[src/rtl/tlc_pkg.sv]
// Shared lamp/walk codes, FSM state encoding and default phase durations for the traffic-light controller.
// Latency: n/a (definitions only).
// Backpressure: n/a.
package tlc_pkg;

    localparam logic [2:0] LIGHT_GREEN  = 3'b001;
    localparam logic [2:0] LIGHT_YELLOW = 3'b010;
    localparam logic [2:0] LIGHT_RED    = 3'b100;

    localparam logic [1:0] PED_NONE = 2'b00;
    localparam logic [1:0] PED_NS   = 2'b01;
    localparam logic [1:0] PED_EW   = 2'b10;
    localparam logic [1:0] PED_BOTH = 2'b11;

    typedef enum logic [2:0] {
        ST_IDLE,
        ST_PED,
        ST_NS_GREEN,
        ST_NS_YELLOW,
        ST_EW_GREEN,
        ST_EW_YELLOW
    } state_t;

    typedef enum logic {
        LG_NS,
        LG_EW
    } green_t;

    localparam int DEF_DIV_AMT     = 10;
    localparam int DEF_N           = 4;
    localparam int DEF_PED_TIME    = 15;
    localparam int DEF_GREEN_TIME  = 10;
    localparam int DEF_YELLOW_TIME = 5;

endpackage

[src/rtl/tlc_tick_timer.sv]
// Prescaler emitting a one-cycle tick every DIV_AMT clocks, plus a loadable saturating countdown.
// Latency: load and decrement take effect on the next clock edge.
// Backpressure: none; free-running.
module tlc_tick_timer
    import tlc_pkg::*;
#(
    parameter int DIV_AMT = DEF_DIV_AMT,
    parameter int N       = DEF_N
) (
    input  logic         clk,
    input  logic         rst,
    input  logic         en,
    input  logic         load,
    input  logic [N-1:0] init,
    output logic         tick,
    output logic [N-1:0] out
);

    localparam int CW = (DIV_AMT > 1) ? $clog2(DIV_AMT) : 1;

    logic [CW-1:0] cnt_q, cnt_d;
    logic [N-1:0]  out_q, out_d;

    always_comb begin
        tick  = (cnt_q == CW'(DIV_AMT - 1));
        cnt_d = tick ? '0 : cnt_q + 1'b1;
        out_d = out_q;
        // load wins over a coincident tick so a fresh phase never loses its first step
        if (load) begin
            out_d = init;
        end else if (en && tick && (out_q != '0)) begin
            out_d = out_q - 1'b1;
        end
    end

    always_ff @(posedge clk or posedge rst) begin
        if (rst) begin
            cnt_q <= '0;
            out_q <= '0;
        end else begin
            cnt_q <= cnt_d;
            out_q <= out_d;
        end
    end

    assign out = out_q;

endmodule

[src/rtl/tlc_system.sv]
// Traffic-light controller for one NS/EW intersection with pedestrian phase; optional ped latch via TLC_PED_LATCH_EN.
// Latency: lamps are Moore outputs of the state register; phase changes on tick edges.
// Backpressure: none; sensor and button inputs are sampled levels.
module tlc_system
    import tlc_pkg::*;
#(
    parameter int DIV_AMT     = DEF_DIV_AMT,
    parameter int N           = DEF_N,
    parameter int PED_TIME    = DEF_PED_TIME,
    parameter int GREEN_TIME  = DEF_GREEN_TIME,
    parameter int YELLOW_TIME = DEF_YELLOW_TIME
) (
    input  logic         clk,
    input  logic         rst,
    input  logic         car_ns,
    input  logic         car_ew,
    input  logic         ped,
    output logic [2:0]   light_ns,
    output logic [2:0]   light_ew,
    output logic [1:0]   light_ped,
    output logic [N-1:0] timer_out
);

    localparam logic [N-1:0] PED_INIT    = N'(PED_TIME - 1);
    localparam logic [N-1:0] GREEN_INIT  = N'(GREEN_TIME - 1);
    localparam logic [N-1:0] YELLOW_INIT = N'(YELLOW_TIME - 1);

    state_t       state_q, state_d;
    green_t       last_green_q, last_green_d;
    logic         load_q, load_d;
    logic         tick;
    logic         timer_en;
    logic [N-1:0] timer_init;
    logic         expire;
    logic         ped_eff;

    tlc_tick_timer #(
        .DIV_AMT (DIV_AMT),
        .N       (N)
    ) u_timer (
        .clk  (clk),
        .rst  (rst),
        .en   (timer_en),
        .load (load_q),
        .init (timer_init),
        .tick (tick),
        .out  (timer_out)
    );

    // the load cycle masks expiry while the timer still holds the previous phase's zero
    assign expire = tick && (timer_out == '0) && !load_q;

`ifdef TLC_PED_LATCH_EN
    logic ped_prev_q, ped_latch_q, ped_latch_d, ped_rise;

    assign ped_rise = ped && !ped_prev_q && (state_q != ST_IDLE) && (state_q != ST_PED);
    assign ped_eff  = ped_latch_q || ped_rise;

    always_comb begin
        ped_latch_d = ped_latch_q || ped_rise;
        if ((state_d == ST_PED) && (state_q != ST_PED)) begin
            ped_latch_d = 1'b0;
        end
    end

    always_ff @(posedge clk or posedge rst) begin
        if (rst) begin
            ped_prev_q  <= 1'b0;
            ped_latch_q <= 1'b0;
        end else begin
            ped_prev_q  <= ped;
            ped_latch_q <= ped_latch_d;
        end
    end
`else
    assign ped_eff = ped;
`endif

    always_comb begin
        state_d      = state_q;
        last_green_d = last_green_q;
        load_d       = 1'b0;
        case (state_q)
            ST_IDLE: begin
                state_d = ST_PED;
                load_d  = 1'b1;
            end
            ST_PED: if (expire) begin
                load_d = 1'b1;
                if (last_green_q == LG_EW) begin
                    state_d      = ST_NS_GREEN;
                    last_green_d = LG_NS;
                end else begin
                    state_d      = ST_EW_GREEN;
                    last_green_d = LG_EW;
                end
            end
            ST_NS_GREEN: if (expire) begin
                load_d = 1'b1;
                if (!(car_ns && !car_ew && !ped_eff)) state_d = ST_NS_YELLOW;
            end
            ST_NS_YELLOW: if (expire) begin
                load_d = 1'b1;
                if (ped_eff) begin
                    state_d = ST_PED;
                end else begin
                    state_d      = ST_EW_GREEN;
                    last_green_d = LG_EW;
                end
            end
            ST_EW_GREEN: if (expire) begin
                load_d = 1'b1;
                if (!(car_ew && !car_ns && !ped_eff)) state_d = ST_EW_YELLOW;
            end
            ST_EW_YELLOW: if (expire) begin
                load_d = 1'b1;
                if (ped_eff) begin
                    state_d = ST_PED;
                end else begin
                    state_d      = ST_NS_GREEN;
                    last_green_d = LG_NS;
                end
            end
            default: state_d = ST_IDLE;
        endcase
    end

    always_comb begin
        light_ns   = LIGHT_RED;
        light_ew   = LIGHT_RED;
        light_ped  = PED_NONE;
        timer_en   = (state_q != ST_IDLE);
        timer_init = '0;
        case (state_q)
            ST_PED: begin
                light_ped  = PED_BOTH;
                timer_init = PED_INIT;
            end
            ST_NS_GREEN: begin
                light_ns   = LIGHT_GREEN;
                light_ped  = PED_NS;
                timer_init = GREEN_INIT;
            end
            ST_NS_YELLOW: begin
                light_ns   = LIGHT_YELLOW;
                light_ped  = PED_NS;
                timer_init = YELLOW_INIT;
            end
            ST_EW_GREEN: begin
                light_ew   = LIGHT_GREEN;
                light_ped  = PED_EW;
                timer_init = GREEN_INIT;
            end
            ST_EW_YELLOW: begin
                light_ew   = LIGHT_YELLOW;
                light_ped  = PED_EW;
                timer_init = YELLOW_INIT;
            end
            default: ;
        endcase
    end

    always_ff @(posedge clk or posedge rst) begin
        if (rst) begin
            state_q      <= ST_IDLE;
            last_green_q <= LG_EW;
            load_q       <= 1'b0;
        end else begin
            state_q      <= state_d;
            last_green_q <= last_green_d;
            load_q       <= load_d;
        end
    end

endmodule

[config.mk]
export PLATFORM = sky130hd
export DESIGN_NAME = tlc_system
export DESIGN_NICKNAME = d
export VERILOG_FILES = /design/src/rtl/tlc_pkg.sv /design/src/rtl/tlc_tick_timer.sv /design/src/rtl/tlc_system.sv
export SDC_FILE = /design/constraint.sdc
export NUM_CORES = 1
export LEC_CHECK = 0
export BUFFER_PORTS_ARGS = -buffer_cell sky130_fd_sc_hd__buf_2
export CAP_MARGIN = 20
export CORE_UTILIZATION = 54
export CTS_CLUSTER_DIAMETER = 80
export DETAILED_ROUTE_END_ITERATION = 8
export GPL_TIMING_DRIVEN = 0
export PLACE_DENSITY = 0.78
export SLEW_MARGIN = 20
export SYNTH_ARGS = -nofsm -noshare
export SYNTH_HDL_FRONTEND = slang
export SYNTH_SLANG_ARGS = --single-unit
[constraint.sdc]
create_clock -name clk -period 1.9 [get_ports clk]
set_input_delay 0.38 -clock clk [delete_from_list [all_inputs] [get_ports clk]]
set_output_delay 0.38 -clock clk [all_outputs]
set_load 0.02 [all_outputs]
After elaboration in Yosys (flattened, before gate mapping) --
Cells that the tools add are included.
Storage, ports and cells: bits in registers 13, input port bits 5, output and inout port bits 12, word-level logic and storage cells 74
Operators by class: add/subtract/negate cells 2, equality and inequality tests 15, multiplexer cells 27, reduce and logical (&&, ||, !) cells 25
Operator list (number):
- $mux 3 | 9
- $ne 2x2->1 const B | 9
- $pmux 3 s6 | 1
- $mux 4 | 3
- $pmux 3 s2 | 2
- $pmux 4 s3 | 1
- $logic_and 1x1->1 | 8
- $reduce_or 2->1 | 4
- $mux 1 | 7
- $reduce_and 7->1 | 1
- $eq 3x2->1 const B | 2
- $eq 3x3->1 const B | 2
- $pmux 2 s3 | 1
- $reduce_and 6->1 | 1
- $reduce_bool 3->1 | 2
- $reduce_or 5->1 | 1
- $add 4x1->4 const B | 1
- $eq 4x4->1 const B | 1
- $logic_not 1->1 | 4
- $logic_not 4->1 | 1
- $reduce_bool 4->1 | 1
- $sub 4x1->4 const B | 1
- $eq 3x1->1 const B | 1
- $logic_not 3->1 | 1
- 4 further kinds | 4

Logic depth before layout (Yosys ltp) --
word-level depth 6, mapped depth 6, depth with buffers taken out 6

By module --
Synthesis repeated with hierarchy kept, for this count alone.
Unflattened totals: cell total of the unflattened synthesis 101, area, all modules 855.8 µm²
By module, submodules not included:
- tlc_tick_timer | times used 1, cells an instance 49, area an instance 469.2 µm², sequential area each 200.2 µm²
- tlc_system | times used 1, cells an instance 52, area an instance 386.6 µm², sequential area each 126.4 µm²

Worst setup path before layout --
OpenSTA, ideal clock, no wires.
path kind flip-flop to output port, start point register state_q[1], end point output light_ew[0], arrival 1.666 ns, path slack -0.146 ns, stages on the path, launching flop included 6, path buffers 1, path through dfrtp_1 buf_2 inv_1 ha_1 inv_1 nor4_1
Between the ends: cells in the longest elaborated chain, start to end 2
RTL lines:
- start, declared | RTL line tlc_system.sv:28 | state_t state_q, state_d;
- start signal, assigned | RTL line tlc_system.sv:169 | state_q <= state_d;
- $eq 3x3->1 | RTL line tlc_system.sv:134 | case (state_q)
- $pmux 3 s2 (*) | RTL line tlc_system.sv:134
- end, declared | RTL line tlc_system.sv:19 | output logic [2:0] light_ew,
Mark *: on every way between the ends. The rest lies on a longest branch, timed or not.

Worst setup path after layout --
start point register state_q[2], end point output light_ns[0]
Between the ends: cells in the longest elaborated chain, start to end 2
RTL lines:
- $eq 3x2->1 | RTL line tlc_system.sv:134
- $pmux 3 s2 (*) | RTL line tlc_system.sv:134
- end, declared | RTL line tlc_system.sv:18 | output logic [2:0] light_ns,
Marks and branches as above.

==> out/qor.yml <==
status: "complete, but fails checks"
violations: "design-rule violations"
fp.dieArea_mm2: 0.001921
gp_congestion: 0.8691
synth_edf_count: 0
fillers: 121
drv_slew: 0
grt_max_degree: 14
hold_buffers: 0
critPathKind: "reg -> out"
leakagePower_uw: 0.0005063
seq_area_um2: 329.1
period_minus_slack_ns: 1.833
worst_pin_slew_ns: 0.5079
synth_compound_area_share_pct: 17.75
grt.overflow.total: 0
p_per_area_mw_per_mm2: 404.1
first_iter_violations: 33
peakVddDrop_mv: 0.4397
cp_max_fo: 5
synth_area_um2: 944.7
avgSynthCellArea_um2: 8.829
synthMuxAreaShare_pct: 8.079
synth_cell_type_count: 40
port_buffers: 16
n_antenna_cell: 0
ys_seq_area_share_pct: 34.57
required_ns: 1.52
relSlewSlack_pct: 66.10
postRouteAntennaNets: 0
fp.dieW_um: 43.83
drcViolationCount: 2
vias_per_cell: 6.020
r2r_cells: 6
arrival_ns: 1.45
drtPass1Iterations: 6
wl_mm: 2.084
setup-tns-final_ns: 0
die_y_um: 43.83
synth_top_area_share_pct: 31.79
core_area_mm2: 0.001577
cts-root-buf: "clkbuf_4"
synth_fa_ha_area_share_pct: 6.623
synth_area_leaders: "dfrtp_1, ha_1, mux2_1"
setup.worst_path.end_class: "output port"
synth_largest_area_cell: "dfrtp_1"
r2r-start: "state_q[1]"
tritoncts.num_buffers: 3
start_kind: "flip-flop"
min_path_type: "in -> async"
hpwl_mm: 1.420
post_synth_and_or_nand_nor_area_fraction_pct: 23.84
clock_latency_ns: 0.28
ys_warn_count: 0
startpoint: "state_q[2]"
setup_viol: 0
path_clk_slew_ns: 0.08
vias: 891
synth-seq-cells: 13
ys.flop_type: "dfrtp_1"
clkSinkCount: 13
clock_path_buffers: 2
grt_pass1_vias: 792
rr_endpoint: "u_timer.out[3]"
grt_antenna_before_repair: 0
max_cap_viol_count: 0
synthCells: 107
async_reset_ff_share_pct: 100.0
grtUsageTotal_pct: 23.50
cts_tree: "yes"
finClkSkew_ns: 0.006799
final_util_pct: 73.02
synth_xor_area_share_pct: 2.781
multiInputGateArea_um2: 579.3
num_rows: 14
grt_pass1_wl_mm: 3.291
ios: 17
area_delta_synth_final_pct: 21.85
synth_top_family_by_area: "simple AND/OR/NAND/NOR gates"
syn-num-nets: 117
drive_above_1_share_pct: 31.06
clock.fmax_mhz: 545.6
cp-endpoint: "light_ns[0]"
start_util_pct: 59.92
nets: 143
wire_per_inst_um: 14.08
r2r_slack_ns: 0.09
finalCritPeriodShare_pct: 96.46
hold_viol: 0
htree_levels: 1
==> timing repair <==
| item | 4_1_cts | 5_1_grt |
|---|---|---|
| setup buffers | 4 | 1 |
| gates resized for setup | 6 | 9 |
| setup endpoints to repair | 7 | 6 |
| pin swaps | 0 | 2 |
==> metal layers <==
layer	global-route usage [%]	up-vias	routed length (um)
li1	-	429	-
met1	27.97	430	951
met2	41.79	25	1020
met3	2.500	7	59
met4	11.25	0	53
met5	0	-	0
==> cell usage after synthesis (all sizes together), types with 3 or more instances <==
library cell and number:
nand2 10, and2 4, mux2 5, inv 10, nand3 4, a21oi 7
nor2 7, buf 3, ha 5, xnor2 3, o21ai 8, dfrtp 12
==> cell type report <==
class                      count  area share, %
tap                           16          1.739
sequential                    13          28.59
inverter                      10          3.261
clock buffer                   4          2.283
multi-input combinational     79          50.33
buffer                         5          3.152
timing repair buffer          21          10.65
==> logic make-up after synthesis <==
kind of cell | Yosys count
AO/OA/AOI/OAI | 25
XOR/XNOR | 3
adder cells (fa/ha/maj) | 5
buffers and inverters | 15
flip-flops | 13
multiplexers | 7
AND/OR/NAND/NOR | 39
==> how the worst min path moves through the flow <==
stage                          end  from
floorplan                   load_q   rst
global placement        state_q[1]   rst
detailed placement      state_q[1]   rst
CTS                 u_timer.out[2]   rst
global route            state_q[0]   rst
finish                  state_q[0]   rst
==> stage by stage <==
| stage | hold slack (ns) | instances | total power [uW] | cell area, um^2 | worst slack, ns |
|---|---|---|---|---|---|
| after floorplan | 0.2562 | 107 | 287.3 | 950.9 | 0.02099 |
| after global placement | 0.4289 | 139 | 294.3 | 1051 | 0.02432 |
| after detailed placement | 0.4364 | 139 | 294.8 | 1051 | 0.01591 |
| after CTS | 0.1249 | 147 | 468.9 | 1126 | 0.008311 |
| after global routing | 0.1528 | 148 | 481.1 | 1151 | -0.003199 |
| final | 0.1060 | 148 | 465.2 | 1151 | 0.06729 |
==> cells in the final DEF (no fill, tap or decap), types with 2 or more instances in the layout <==
cell type and count:
a21oi_1 7, buf_6 2, nand3_1 4, buf_2 15
o211ai_1 2, inv_1 9, o21ai_1 5, buf_4 7
dfrtp_1 10, nor2_1 7, and2_4 2, and2_1 2
o21ai_0 3, mux2_1 4, clkbuf_4 3, ha_1 4
mux2i_1 2, nand2_1 10, a22o_1 2, dfrtp_2 2
xnor2_1 3, clkbuf_1 2
==> report_power, final <==
| group | leakage, uW | internal [uW] | switching, uW |
|---|---|---|---|
| clock | 0.0000150 | 81.6 | 94.6 |
| combinational | 0.000341 | 3.90 | 8.64 |
| sequential | 0.000151 | 276 | 0 |
==> critical path, stage by stage, from the launching register on <==
cell and delay [ns]:
dfrtp_2 0.43, buf_4 0.15, and2b_2 0.24, nand2b_1 0.09
nor2_1 0.09, buf_2 0.16
==> state kept, by name, indices dropped and copies added, names as in the netlist <==
signal / count
u_timer.out: 4
last_green_q: 1
u_timer.cnt_q: 4
state_q: 3
load_q: 1
(Power assumes the default switching activity.)
